===== config.mk =====
export PLATFORM = sky130hd
export DESIGN_NAME = wallclock_timebase
export DESIGN_NICKNAME = d
export VERILOG_FILES = /design/src/rtl/wallclock_pkg.sv /design/src/rtl/wallclock_timebase_bcd_mod_counter.sv /design/src/rtl/wallclock_timebase.sv
export SDC_FILE = /design/constraint.sdc
export NUM_CORES = 1
export LEC_CHECK = 0
export CAP_MARGIN = 20
export CORE_AREA = 2 2 69 136
export DETAILED_ROUTE_END_ITERATION = 10
export DIE_AREA = 0 0 71 138
export PLACE_DENSITY = 0.79
export SLEW_MARGIN = 0
export SYNTH_ARGS = -nofsm -noshare
export SYNTH_HDL_FRONTEND = slang
export SYNTH_HIERARCHICAL = 1
export SYNTH_SLANG_ARGS = --single-unit

===== constraint.sdc =====
create_clock -name clk -period 3.3 [get_ports clk]
set_input_delay 0.66 -clock clk [delete_from_list [all_inputs] [get_ports clk]]
set_output_delay 0.66 -clock clk [all_outputs]
set_load 0.01 [all_outputs]

===== src/rtl/wallclock_pkg.sv =====
// Shared constants and BCD helpers for the wall-clock timebase.
package wallclock_pkg;

  localparam int MS_PER_S = 1000;
  localparam int MS_HALF  = 500;

  localparam logic [7:0] SEC_MAX_BCD  = 8'h59;
  localparam logic [7:0] MIN_MAX_BCD  = 8'h59;
  localparam logic [7:0] HOUR_MAX_BCD = 8'h23;

  // Both nibbles must be decimal digits before the magnitude compare is meaningful.
  function automatic logic bcd_valid(input logic [7:0] value, input logic [7:0] max);
    return (value[7:4] <= 4'd9) && (value[3:0] <= 4'd9) && (value <= max);
  endfunction

  // Returns {carry, next}; carry is set only when 99 wraps to 00.
  function automatic logic [8:0] bcd_inc(input logic [7:0] value);
    logic [3:0] lo;
    logic [3:0] hi;
    logic       carry;
    carry = 1'b0;
    hi    = value[7:4];
    lo    = value[3:0] + 4'd1;
    if (value[3:0] == 4'd9) begin
      lo = 4'd0;
      if (hi == 4'd9) begin
        hi    = 4'd0;
        carry = 1'b1;
      end else begin
        hi = hi + 4'd1;
      end
    end
    return {carry, hi, lo};
  endfunction

endpackage


===== src/rtl/wallclock_timebase_bcd_mod_counter.sv =====
// Two-digit BCD counter wrapping at MAX_BCD, with a synchronous load that
// overrides counting.
module bcd_mod_counter
  import wallclock_pkg::*;
#(
  parameter logic [7:0] MAX_BCD = 8'h59
) (
  input  logic       clk,
  input  logic       reset,
  input  logic       inc,
  input  logic       load,
  input  logic [7:0] load_val,
  output logic [7:0] q,
  output logic       carry
);

  logic [8:0] inc_val;

  assign inc_val = bcd_inc(q);
  // The 99 -> 00 wrap also counts as terminal so a MAX_BCD of 8'h99 still carries.
  assign carry   = inc && ((q == MAX_BCD) || inc_val[8]);

  always_ff @(posedge clk or negedge reset) begin
    if (!reset) begin
      q <= '0;
    end else if (load) begin
      q <= load_val;
    end else if (inc) begin
      q <= carry ? 8'h00 : inc_val[7:0];
    end
  end

endmodule


===== src/rtl/wallclock_timebase.sv =====
// 1 ms prescaler, 0..999 ms counter, 1 Hz square wave and a BCD hh:mm:ss
// time-of-day chain with validated load and 12/24-hour display.
module wallclock_timebase
  import wallclock_pkg::*;
#(
  parameter int CLK_HZ = 50_000_000,
  parameter int MS_W   = 12
) (
  input  logic            clk,
  input  logic            reset,
  input  logic            run,
  input  logic            mode12,
  input  logic            load,
  input  logic [7:0]      load_hour,
  input  logic [7:0]      load_min,
  input  logic [7:0]      load_sec,
  output logic [MS_W-1:0] ms,
  output logic            ms_tick,
  output logic            sec_tick,
  output logic            clk_1s,
  output logic [7:0]      sec_bcd,
  output logic [7:0]      min_bcd,
  output logic [7:0]      hour_bcd,
  output logic            pm,
  output logic            day_tick,
  output logic            load_err
);

  localparam int DIV   = CLK_HZ / 1000;
  localparam int PRE_W = (DIV > 1) ? $clog2(DIV) : 1;

  if ((CLK_HZ % 1000 != 0) || (CLK_HZ < 2000) || (MS_W < 10)) begin : g_bad_param
    $error("wallclock_timebase: CLK_HZ must be a multiple of 1000 and >= 2000, MS_W >= 10");
  end

  logic [PRE_W-1:0] pre;
  logic             load_ok;
  logic             pre_wrap;
  logic             ms_wrap;
  logic [MS_W-1:0]  ms_next;
  logic             sec_carry;
  logic             min_carry;
  logic             hour_carry;
  logic [7:0]       hour_q;
  logic [4:0]       hour_bin;
  logic [4:0]       hour_pm;

  assign load_ok = load && bcd_valid(load_hour, HOUR_MAX_BCD)
                        && bcd_valid(load_min, MIN_MAX_BCD)
                        && bcd_valid(load_sec, SEC_MAX_BCD);

  // A valid load suppresses the whole tick chain on its edge.
  assign pre_wrap = run && !load_ok && (pre == PRE_W'(DIV - 1));
  assign ms_wrap  = pre_wrap && (ms == MS_W'(MS_PER_S - 1));

  always_comb begin
    ms_next = ms;
    if (load_ok || ms_wrap) begin
      ms_next = '0;
    end else if (pre_wrap) begin
      ms_next = ms + MS_W'(1);
    end
  end

  always_ff @(posedge clk or negedge reset) begin
    if (!reset) begin
      pre      <= '0;
      ms       <= '0;
      ms_tick  <= 1'b0;
      sec_tick <= 1'b0;
      day_tick <= 1'b0;
      clk_1s   <= 1'b0;
      load_err <= 1'b0;
    end else begin
      ms       <= ms_next;
      clk_1s   <= (ms_next >= MS_W'(MS_HALF));
      ms_tick  <= pre_wrap;
      sec_tick <= ms_wrap;
      day_tick <= hour_carry;
      load_err <= load && !load_ok;
      if (load_ok) begin
        pre <= '0;
      end else if (run) begin
        pre <= (pre == PRE_W'(DIV - 1)) ? '0 : pre + PRE_W'(1);
      end
    end
  end

  bcd_mod_counter #(.MAX_BCD(SEC_MAX_BCD)) u_sec (
    .clk      (clk),
    .reset    (reset),
    .inc      (ms_wrap),
    .load     (load_ok),
    .load_val (load_sec),
    .q        (sec_bcd),
    .carry    (sec_carry)
  );

  bcd_mod_counter #(.MAX_BCD(MIN_MAX_BCD)) u_min (
    .clk      (clk),
    .reset    (reset),
    .inc      (sec_carry),
    .load     (load_ok),
    .load_val (load_min),
    .q        (min_bcd),
    .carry    (min_carry)
  );

  bcd_mod_counter #(.MAX_BCD(HOUR_MAX_BCD)) u_hour (
    .clk      (clk),
    .reset    (reset),
    .inc      (min_carry),
    .load     (load_ok),
    .load_val (load_hour),
    .q        (hour_q),
    .carry    (hour_carry)
  );

  // Display conversion is purely combinational so mode12 never disturbs time.
  always_comb begin
    hour_bcd = hour_q;
    pm       = 1'b0;
    case (hour_q[7:4])
      4'd2:    hour_bin = 5'd20 + 5'(hour_q[3:0]);
      4'd1:    hour_bin = 5'd10 + 5'(hour_q[3:0]);
      default: hour_bin = 5'(hour_q[3:0]);
    endcase
    hour_pm = hour_bin - 5'd12;
    if (mode12) begin
      if (hour_bin == 5'd0) begin
        hour_bcd = 8'h12;
      end else if (hour_bin >= 5'd12) begin
        pm = 1'b1;
        if (hour_bin != 5'd12) begin
          hour_bcd = (hour_pm >= 5'd10) ? {4'h1, 4'(hour_pm - 5'd10)} : {4'h0, hour_pm[3:0]};
        end
      end
    end
  end

endmodule


## Yosys cells after proc, flatten, opt, wreduce, memory -nomap -nowiden

Cells that the tools add are included.

| storage, ports and cells | value |
|---|---|
| register bits | 57 |
| bits of input ports | 29 |
| output and inout port bits | 42 |
| word-level logic and storage cells | 121 |

| cells by class | value |
|---|---|
| add/subtract/negate cells | 12 |
| order comparisons | 12 |
| equal/unequal tests | 14 |
| muxes and demuxes | 38 |
| reduce and logical (&&, ||, !) cells | 32 |

Operators with widths:

| operator | number |
|---|---|
| 8-bit 2-to-1 mux | 13 |
| 16-bit 2-to-1 mux | 3 |
| 4-bit 2-to-1 mux | 9 |
| 4-bit by 1-bit adder with 4-bit output (second input constant) | 6 |
| 4-bit equality test (second input constant) | 6 |
| 4-bit <= comparator (second input constant) | 6 |
| 12-bit 2-to-1 mux | 2 |
| 16-bit by 1-bit adder with 16-bit output (second input constant) | 1 |
| 16-bit equality test (second input constant) | 1 |
| 8-bit by 7-bit equality test with 1-bit output (second input constant) | 2 |
| 8-bit by 7-bit <= comparator with 1-bit output (second input constant) | 2 |
| 1-bit logical AND | 16 |
| 12-bit by 1-bit adder with 12-bit output (second input constant) | 1 |
| 12-bit by 10-bit equality test with 1-bit output (second input constant) | 1 |
| 12-bit by 9-bit >= comparator with 1-bit output (second input constant) | 1 |
| 5-bit by 4-bit >= comparator with 1-bit output (second input constant) | 2 |
| 5-bit one-hot mux with 2 select lines | 1 |
| 1-bit 2-to-1 mux | 9 |
| 3-bit nonzero test | 3 |
| 8-bit by 6-bit equality test with 1-bit output (second input constant) | 1 |
| 8-bit by 6-bit <= comparator with 1-bit output (second input constant) | 1 |
| 2-bit nonzero test | 4 |
| 2-bit AND reduction | 3 |
| 4-bit by 4-bit adder with 5-bit output (first input constant) | 1 |
| 10 further kinds | 13 |

## Longest topological paths before layout

| depth | value |
|---|---|
| depth in word-level cells | 16 |
| gate-level depth with buffers | 16 |

## Hierarchy

The synthesis kept the hierarchy.

Modules (own cells, without submodules):

| module | times used | cells each | area an instance (sq um) | sequential area each (sq um) |
|---|---|---|---|---|
| wallclock_timebase | 1 | 281 | 2413.6 | 825.8 |
| bcd_mod_counter (u_min ...) | 2 | 64 | 581.8 | 200.2 |
| bcd_mod_counter (u_hour) | 1 | 65 | 600.6 | 200.2 |

## Worst setup path after synthesis

No wires, ideal clock.

| timing | value |
|---|---|
| kind | reg2out |
| start point | register u_hour.q[5] |
| end point | output port hour_bcd[1] |
| arrival time | 2.962 ns |
| slack | -0.322 ns |
| stages on the path, launching flop included | 12 |
| path buffers | 1 |
| path through | dfrtp_1 clkbuf_2 or4b_1 o221ai_1 a21oi_1 ha_1 nor2b_1 or3_1 a21oi_1 a211oi_1 nor3b_1 a211oi_1 |

| between the ends | value |
|---|---|
| longest elaborated chain between the ends | 9 |
| elaborated cells between the ends (all ways) | 14 |
| classes of those cells | 2 x add/sub; 2 x order compare; 3 x eq/ne; 6 x mux; 1 x reduce/logical |

Ends and longest elaborated chain:

| item | line | source |
|---|---|---|
| from (decl) | wallclock_timebase_bcd_mod_counter.sv:13 | `output logic [7:0] q,` |
| from (signal assigned) | wallclock_timebase_bcd_mod_counter.sv:27 | `q <= load_val;` |
| from (signal assigned) | wallclock_timebase_bcd_mod_counter.sv:29 | `q <= carry ? 8'h00 : inc_val[7:0];` |
| 4-bit by 1-bit equality test with 1-bit output / 4-bit by 2-bit equality test with 1-bit output (equally long branches) | wallclock_timebase.sv:123 | `case (hour_q[7:4])` |
| 5-bit one-hot mux with 2 select lines (*) | wallclock_timebase.sv:123 |  |
| 5-bit by 4-bit subtractor with 5-bit output | wallclock_timebase.sv:128 | `hour_pm = hour_bin - 5'd12;` |
| 4-bit subtractor / 5-bit by 4-bit >= comparator with 1-bit output (equally long branches) | wallclock_timebase.sv:135 | `hour_bcd = (hour_pm >= 5'd10) ? {4'h1, 4'(hour_pm - 5'd10)} : {4'h0, hour_pm[3:0]};` |
| 5-bit 2-to-1 mux | wallclock_timebase.sv:135 |  |
| 8-bit 2-to-1 mux | wallclock_timebase.sv:134 | `if (hour_bin != 5'd12) begin` |
| 8-bit 2-to-1 mux | wallclock_timebase.sv:132 | `end else if (hour_bin >= 5'd12) begin` |
| 8-bit 2-to-1 mux (*) | wallclock_timebase.sv:130 | `if (hour_bin == 5'd0) begin` |
| 8-bit 2-to-1 mux (*) | wallclock_timebase.sv:129 | `if (mode12) begin` |
| to (decl) | wallclock_timebase.sv:23 | `output logic [7:0] hour_bcd,` |

Mark *: on every way between the ends. The rest lies on a longest branch, timed or not.

## Worst setup path in the final report

| timing | value |
|---|---|
| start point | register u_hour.q[2] |
| end point | output port hour_bcd[1] |

| between the ends | value |
|---|---|
| longest elaborated chain between the ends | 9 |
| elaborated cells between the ends (all ways) | 13 |
| classes of those cells | 3 x add/sub; 2 x order compare; 1 x eq/ne; 6 x mux; 1 x reduce/logical |

Ends and longest elaborated chain:

| item | line |
|---|---|
| 5-bit by 4-bit adder with 5-bit output / 4-bit by 4-bit adder with 5-bit output (equally long branches) | wallclock_timebase.sv:124, wallclock_timebase.sv:125 |
| 5-bit one-hot mux with 2 select lines (*) | wallclock_timebase.sv:123 |
| 5-bit by 4-bit subtractor with 5-bit output | wallclock_timebase.sv:128 |
| 5-bit by 4-bit >= comparator with 1-bit output | wallclock_timebase.sv:135 |
| 5-bit 2-to-1 mux | wallclock_timebase.sv:135 |
| 8-bit 2-to-1 mux | wallclock_timebase.sv:134 |
| 8-bit 2-to-1 mux | wallclock_timebase.sv:132 |
| 8-bit 2-to-1 mux (*) | wallclock_timebase.sv:130 |
| 8-bit 2-to-1 mux (*) | wallclock_timebase.sv:129 |

Marked as above.

==> impl_metrics.json <==
{
  "hold_slack_ps": 406,
  "timing.final.ws_setup_ps": -466,
  "fin_util": 0.707,
  "die_w_um": 71,
  "io-pin-count": 71,
  "switching_share": 0.325,
  "dieArea_um2": 9800,
  "yosysSeqAreaShare": 0.341,
  "antenna_found_initial": 0,
  "power_switching_uw": 998,
  "cts-hold-fix-buffers": 0,
  "seq_area_um2": 1430,
  "synth.avg_cell_area_um2": 8.81,
  "num_rows": 49,
  "ys_types": 76,
  "synth_area_leader_cell": "dfrtp_1",
  "drt-initial-drc-count": 308,
  "ys_ff_latch": 57,
  "fmax_mhz": 266,
  "endpoint_kind": "output pin",
  "grt_pass1_wl_mm": 23.4,
  "routed_via_density": 6.13,
  "p_seq_frac": 0.281,
  "max_cap_violations": 0,
  "violations": "negative setup slack",
  "coreArea_um2": 8890,
  "netlist_instances": 474,
  "drc_errors": 0,
  "fp.dieH_um": 138,
  "clk_latency_ps": 340,
  "synthesis.area_um2": 4180,
  "routedWlPerCell_um": 19.5,
  "yosysWarnings": 6,
  "drive_gt1_frac": 0.306,
  "arrival_ps": 3110,
  "grt_pass1_vias": 4767,
  "place_congestion": 0.968,
  "dp_hpwl_mm": 9.70,
  "grt_max_degree": 63,
  "place_area_um2": 5490,
  "p_comb_frac": 0.400,
  "path_max_fanout": 5,
  "tritoncts": "yes",
  "grt_overflow_total": 0,
  "synthFlopType": "dfrtp_1",
  "nFillCells": 637,
  "relSlewSlack": 0.470,
  "synth.net_count": 523,
  "power.density_nw_per_um2": 489,
  "synth_area_leaders": "dfrtp_1 34%, ha_1 6.0%, nand2_1 4.0%",
  "diodes": 0,
  "hold_class": "in2async",
  "fin_crit_sh": 1.14,
  "critical_path_required_ps": 2640,
  "initial_core_util": 0.470,
  "cts.reportedPaths.clkPinSlew_ps": 60,
  "p_leak_nw": 2.73,
  "clock_sinks": 57,
  "finalNetCount": 688,
  "grt_use_total": 0.302,
  "intPower_mw": 2.07,
  "routed_wirelength_mm": 14.5,
  "cts_root_buf": "clkbuf_16",
  "status": "complete, but fails checks",
  "cp-start-kind": "flop",
  "multi_input_area_um2": 2830,
  "period_minus_slack_ps": 3770,
  "ys_async_sr_fraction": 1.00,
  "setup_viol": 8,
  "numPortBuffers": 70,
  "fin_skew_ps": 9.13,
  "first_pass_iters": 5,
  "path_class": "reg2out",
  "tightest_slew_ps": 795,
  "ir_drop_v": 0.000637,
  "clock_power_share": 0.319,
  "synth_edf_count": 0,
  "fin_area_um2": 6280,
  "area_delta_synth_final_pct": 50.4,
  "clockBufferDepth": 2,
  "cts_max_level": 3,
  "synth_top_area_frac": 0.341,
  "final_hold_viol_count": 0,
  "cts_inserted_buffers": 9,
  "vias": 4570,
  "ant_nets": 0,
  "drv_slew": 0,
  "rsz0062_at_grt": "yes"
}
## flip-flops by register name (all words and copies together), names as in the netlist
name / flops
ms_tick: 1
clk_1s: 1
ms: 12
sec_tick: 1
u_min/q: 8
load_err: 1
u_sec/q: 8
u_hour/q: 8
day_tick: 1
pre: 16
## stage by stage
step / total power [mW] / std cells / worst slack (ps) / setup TNS, ps
after floorplan: 1.29 / 474 / -86.8 / -86.8
after detailed placement: 1.73 / 700 / -563 / -3930
after global placement: 1.69 / 700 / -432 / -2870
after global routing: 3.19 / 746 / -559 / -3490
after CTS: 2.92 / 741 / -422 / -1630
final: 3.07 / 746 / -466 / -2950
## timing repair
item,in CTS,in global routing
pin swaps,17,12
gates resized for setup,75,19
setup endpoints to repair,8,8
gates cloned,0,0
setup buffers,28,6
## area by class of cell
cell class	instances	share of cell area
clock buffers	9	0.0358
clock inverters	7	0.0135
inverters	21	0.0125
multi-input cells	378	0.451
flip-flops and latches	57	0.228
well taps	102	0.0203
repair buffers	172	0.240
## synth_stat cells, types with 6 or more instances
cell	number
o31a_2	6
and3_1	7
nor2_1	39
inv_1	21
ha_1	20
xnor2_1	10
o22ai_1	9
dfrtp_1	57
xor2_1	13
o21ai_0	32
nand3_1	15
and2_1	6
mux2i_1	7
nand4_1	10
a21oi_1	16
clkbuf_1	12
nand2_1	44
nor3_1	13
o211ai_1	7
nor2b_1	19
## cells by family after synthesis
logic type,after synthesis,synth area share
and+or+nand+nor,204,0.282
AOI/OAI and AO/OA,119,0.196
DFF,57,0.341
buffers and inverters,39,0.0419
xor gates and xnor gates,23,0.0482
adders and majority gates,20,0.0599
muxes,12,0.0302
## power by group through the flow
stage | logic, mW | registers, mW | clock network, mW
after global routing | 1.30 | 0.872 | 1.02
after CTS | 1.07 | 0.856 | 0.992
final | 1.23 | 0.862 | 0.982
after floorplan | 0.411 | 0.881 | 0
after global placement | 0.830 | 0.862 | 0
after detailed placement | 0.862 | 0.865 | 0
## worst max-delay path, cell delays in order, from the launching register on
cell and delay, ps:
dfrtp_2 460, ha_4 190, nor4_4 280, a21oi_2 90, o221ai_2 240, inv_2 70, buf_4 150, ha_4 160
nand2b_4 70, mux2i_1 220, buf_4 150, a21oi_2 30, a211oi_2 200, nor3b_2 250, a211oi_2 60, buf_2 150
## placed cells by master, fill, tap and decap left out, types with 12 or more instances in the layout
cell type         n
o21ai_0          30
xor2_1           13
ha_1             14
nand2_1          42
nor3_1           13
nor2b_1          19
clkdlybuf4s50_1  61
inv_1            19
buf_4            87
buf_6            17
dfrtp_1          54
nand3_1          15
a21oi_1          12
nor2_1           36
## final timing paths
check | endpoint | slack (ps) | from | cells past startpoint
worst max-delay path | hour_bcd[1] | -470 | u_hour/q[2] | 15
worst min-delay path | u_min/q[2] | 410 | reset | 1
worst max register to register | u_hour/q[7] | 230 | pre[12] | 13
worst min register to register | pre[1] | 540 | pre[1] | 1
max in group asynchronous | u_hour/q[2] | 2260 | reset | 2
min in group clk | pre[1] | 540 | pre[1] | 1
## layer usage
metal | GRT usage | share of wire | vias to the layer above
li1 | - | - | 2092
met1 | 0.278 | 0.32 | 2241
met2 | 0.557 | 0.56 | 173
met3 | 0.0656 | 0.050 | 64
met4 | 0.214 | 0.070 | 0
met5 | 0 | 0 | -
Note: power is estimated with default switching activity, not from simulation.
